===== src/rtl/mem_bus_arbiter.sv =====
// rtl/mem_bus_arbiter.sv - two-port single-beat memory bus arbiter (instruction fetch vs data)
module mem_bus_arbiter #(
    parameter bit ROUND_ROBIN = 1'b0
) (
    input  logic        clk,
    input  logic        resetn,
    // instruction fetch port
    input  logic        i_valid,
    input  logic [31:0] i_addr,
    output logic        i_addr_ok,
    output logic        i_data_ok,
    output logic [31:0] i_rdata,
    // data port
    input  logic        d_valid,
    input  logic [31:0] d_addr,
    input  logic [3:0]  d_strobe,
    input  logic [31:0] d_wdata,
    output logic        d_addr_ok,
    output logic        d_data_ok,
    output logic [31:0] d_rdata,
    // downstream memory bus
    output logic        m_valid,
    output logic [31:0] m_addr,
    output logic [3:0]  m_strobe,
    output logic [31:0] m_wdata,
    input  logic        m_addr_ok,
    input  logic        m_data_ok,
    input  logic [31:0] m_rdata,
    // status
    output logic        busy,
    output logic        owner
);

    typedef enum logic [1:0] {
        IDLE = 2'd0,
        ADDR = 2'd1,
        DATA = 2'd2
    } state_t;

    state_t      state_q, state_d;
    logic        owner_q, owner_d;
    logic        last_owner_q, last_owner_d;
    logic [31:0] addr_q, addr_d;
    logic [3:0]  strobe_q, strobe_d;
    logic [31:0] wdata_q, wdata_d;

    logic        winner;
    logic        addr_ok;
    logic        data_ok;

    // Winner of a new grant: 1 = data port. In round-robin mode a tie goes to
    // the port that did not complete last; last_owner resets to instruction so
    // the first tie goes to data.
    always_comb begin
        winner = d_valid;
        if (ROUND_ROBIN && i_valid && d_valid) begin
            winner = ~last_owner_q;
        end
    end

    // Next-state, grant latching and completion bookkeeping.
    always_comb begin
        state_d      = state_q;
        owner_d      = owner_q;
        last_owner_d = last_owner_q;
        addr_d       = addr_q;
        strobe_d     = strobe_q;
        wdata_d      = wdata_q;
        case (state_q)
            IDLE: begin
                if (i_valid || d_valid) begin
                    state_d  = ADDR;
                    owner_d  = winner;
                    addr_d   = winner ? d_addr : i_addr;
                    strobe_d = winner ? d_strobe : 4'h0;
                    wdata_d  = winner ? d_wdata : 32'h0;
                end
            end
            ADDR: begin
                if (m_addr_ok) begin
                    if (m_data_ok) begin
                        state_d      = IDLE;
                        last_owner_d = owner_q;
                    end else begin
                        state_d = DATA;
                    end
                end
            end
            DATA: begin
                if (m_data_ok) begin
                    state_d      = IDLE;
                    last_owner_d = owner_q;
                end
            end
            default: begin
                state_d = IDLE;
            end
        endcase
    end

    // State and request register; reset abandons any transaction in flight.
    always_ff @(posedge clk or negedge resetn) begin
        if (!resetn) begin
            state_q      <= IDLE;
            owner_q      <= 1'b0;
            last_owner_q <= 1'b0;
            addr_q       <= 32'h0;
            strobe_q     <= 4'h0;
            wdata_q      <= 32'h0;
        end else begin
            state_q      <= state_d;
            owner_q      <= owner_d;
            last_owner_q <= last_owner_d;
            addr_q       <= addr_d;
            strobe_q     <= strobe_d;
            wdata_q      <= wdata_d;
        end
    end

    // Handshake routing: memory responses reach only the current owner, and
    // data_ok outside ADDR/DATA (or without the address accept in ADDR) is dropped.
    always_comb begin
        addr_ok   = (state_q == ADDR) && m_addr_ok;
        data_ok   = ((state_q == ADDR) && m_addr_ok && m_data_ok) ||
                    ((state_q == DATA) && m_data_ok);
        i_addr_ok = addr_ok && !owner_q;
        i_data_ok = data_ok && !owner_q;
        d_addr_ok = addr_ok && owner_q;
        d_data_ok = data_ok && owner_q;
    end

    assign m_valid = (state_q == ADDR);
    assign m_addr  = addr_q;
    assign m_strobe = strobe_q;
    assign m_wdata = wdata_q;
    assign i_rdata = m_rdata;
    assign d_rdata = m_rdata;
    assign busy    = (state_q != IDLE);
    assign owner   = owner_q;

endmodule


===== config.mk =====
export PLATFORM = sky130hd
export DESIGN_NAME = mem_bus_arbiter
export DESIGN_NICKNAME = d
export VERILOG_FILES = /design/src/rtl/mem_bus_arbiter.sv
export SDC_FILE = /design/constraint.sdc
export NUM_CORES = 1
export LEC_CHECK = 0
export ABC_AREA = 1
export CAP_MARGIN = 15
export CORE_ASPECT_RATIO = 0.8
export CORE_MARGIN = 2
export CORE_UTILIZATION = 35
export DETAILED_ROUTE_END_ITERATION = 16
export PLACE_DENSITY = 0.82
export SETUP_SLACK_MARGIN = 0.5
export SLEW_MARGIN = 25
export SYNTH_ARGS = -nofsm -noshare
export SYNTH_HDL_FRONTEND = slang
export SYNTH_SLANG_ARGS = --single-unit

===== constraint.sdc =====
create_clock -name clk -period 1.75 [get_ports clk]
set_clock_uncertainty 0.15 [all_clocks]
set_input_delay 0.2625 -clock clk [delete_from_list [all_inputs] [get_ports clk]]
set_output_delay 0.2625 -clock clk [all_outputs]
set_load 0.02 [all_outputs]

==> results.json <==
{
  "start_util": 0.362,
  "diodes": 0,
  "drc": 0,
  "vias": 3742,
  "drtIter0Drc": 111,
  "p_leak_nw": 3.55,
  "synth_top_cell_area_share": 0.477,
  "dp_slack_ns": -0.456,
  "fill_cells": 778,
  "crit_type": "register to register",
  "pwr_density_cell_mw_per_mm2": 1760,
  "clk-insertion-delay-late_ns": 0.32,
  "setup-tns-final_ns": -0.137,
  "worstSetupStartpoint": "state_q[1]$_DFFE_PN0P_",
  "worstSetupEndpointType": "register",
  "htreeDepth": 3,
  "cp_slowest_stage_delay_ns": 0.45,
  "fp-row-count": 33,
  "synth_top_area_cell": "dfrtp_1",
  "crit_path_cell_trace": "buf_6 > buf_6 > nor2_4 > o21ai_4 > buf_12 > buf_8 > clkbuf_16 > nand2_2 > nand2_1",
  "overflow": 0,
  "fin_util": 0.673,
  "crit_path_start_kind": "register",
  "first_pass_iters": 4,
  "synth_area_per_cell_um2": 7.74,
  "io_pins": 277,
  "crit_top_cell": "buf_6",
  "setup_viol": 9,
  "fmax_mhz": 562,
  "yosysSeqAreaShare": 0.477,
  "mostFrequentLayoutCells": "102 x clkdlybuf4s50_1, 89 x nand2_1, 86 x buf_6",
  "cts_made_buffers": 9,
  "hpwlAfterDp_mm": 7.01,
  "finalCritPeriodShare": 1.02,
  "core_mm2": 0.0103,
  "outcome": "complete, but fails checks",
  "worstHoldStart": "m_addr_ok",
  "ys.warnings.count": 0,
  "placed_cells": 724,
  "die-width_um": 119,
  "io_buffers": 180,
  "r2r-start": "state_q[1]$_DFFE_PN0P_",
  "wire_per_inst_um": 15.5,
  "holdCritPathClass": "input port to register",
  "cp_max_fo": 4,
  "grt_pass1_wl_mm": 17.0,
  "arrival_ns": 1.84,
  "slew_violations": 0,
  "synth.area.top_cells": "dfrtp_1 48%, nand2_1 21%, buf_4 14%",
  "slew_headroom": 0.735,
  "cts-root-buf": "clkbuf_16",
  "avgViaCountPerCell": 4.68,
  "finalNonFillerCells": 800,
  "routed_wl_mm": 12.4,
  "tritoncts": "done",
  "irDropWorstVdd_v": 0.000760,
  "gp_congestion": 0.791,
  "clk_path_buf_depth": 2,
  "synthCells": 481,
  "area_delta_synth_final_pct": 85.8,
  "die_h_um": 96.2,
  "dpl_cell_area_mm2": 0.00527,
  "period_minus_slack_ns": 1.78,
  "drive_gt1_frac": 0.444,
  "hold_violations": 0,
  "worst_pin_slew_ns": 0.394,
  "clock_sinks": 71,
  "syn_area_mm2": 0.00372,
  "rsz0062_at_grt": "true",
  "fin_nets": 794,
  "critPathSlowestCell": "dfrtp_2",
  "final_area_mm2": 0.00692,
  "violations": "setup timing",
  "syn-num-nets": 619,
  "layout_commonest_cell": "clkdlybuf4s50_1",
  "ys_seq_elements": 71,
  "maxCapViolations": 0,
  "ant_nets": 0,
  "die-area_mm2": 0.0115,
  "required_ns": 1.81,
  "grt_max_degree": 61,
  "timing.final.ws_setup_ns": -0.0305,
  "antenna_found_initial": 0,
  "cts.clk_slew.worst_paths_ns": 0.06,
  "track_usage": 0.192,
  "grt_pass1_vias": 3421,
  "synth_cell_types": 16
}
-- kinds of logic after synthesis --
family          after synthesis  share of synthesized area
compound gates               38                     0.0528
flops                        71                      0.477
buf+inv                     124                      0.204
simple gates                248                      0.265
-- per-stage QoR --
step	hold slack [ns]	total power, W
detailed placement	0.0780	0.00737
floorplan	-0.183	0.00530
global placement	0.0706	0.00723
global route	0.123	0.0128
finish	0.124	0.0122
CTS	0.249	0.0106
-- power breakdown --
group | total (W) | internal, W | switching (W)
Clock | 0.00175 | 0.00109 | 0.000654
Sequential | 0.00304 | 0.00237 | 0.000672
Combinational | 0.00739 | 0.00387 | 0.00352
Total | 0.0122 | 0.00733 | 0.00485
-- critical path: cells and delay by family, from the launching register on --
family	cells	cell delay, ns
flip-flops	1	0.45
AND/OR/NAND/NOR	3	0.25
AO/OA/AOI/OAI	1	0.11
buffers and inverters	5	0.69
-- repair_timing --
item	CTS	global route
hold buffers	1	0
resized for setup	463	172
endpoints found under the setup margin	145	186
endpoints found under the hold margin	30	0
cloned	8	3
pin swaps	1	52
buffers inserted	18	31
-- cell usage after synthesis --
master / number
buf_6: 4
inv_1: 35
nand4_1: 1
nand3_1: 37
o21ai_2: 1
buf_2: 11
a21oi_1: 3
nor2_1: 5
o21ai_1: 10
dfrtp_1: 71
clkbuf_1: 7
buf_4: 67
nor2_4: 1
nand2_1: 204
o21ai_0: 23
o31ai_1: 1
-- worst paths after layout --
path,end,slack [ns],depth (start not counted)
setup / recovery,m_wdata[26]$_DFFE_PN0P_,-0.03,9
hold / removal,state_q[0]$_DFFE_PN0P_,0.12,2
setup reg to reg,m_wdata[26]$_DFFE_PN0P_,-0.03,9
hold reg to reg,m_wdata[17]$_DFFE_PN0P_,0.36,2
max in group asynchronous,state_q[1]$_DFFE_PN0P_,0.70,3
min in group asynchronous,m_addr[3]$_DFFE_PN0P_,0.22,2
-- cell type report --
| class | count | area (um2) | share of cell area |
|---|---|---|---|
| Timing Repair Buffer | 253 | 2800 | 0.405 |
| Tap cell | 140 | 175 | 0.0253 |
| Clock inverter | 6 | 62.6 | 0.00905 |
| Multi-Input combinational cell | 286 | 1740 | 0.252 |
| Clock buffer | 9 | 225 | 0.0326 |
| Inverter | 35 | 131 | 0.0190 |
| Sequential cell | 71 | 1780 | 0.257 |
-- per-layer routing --
metal  up-vias  wire [um]  track usage
li1       1770          -            -
met1      1739       4770        0.215
met2       201       6300        0.343
met3        32       1000       0.0675
met4         0        311       0.0665
met5         -          0            0
-- flip-flops by register name, indices dropped and copies added, names as in the netlist --
name,cells
m_addr,32
m_wdata,32
m_strobe,4
state_q,2
owner,1
(Power assumes the default switching activity.)
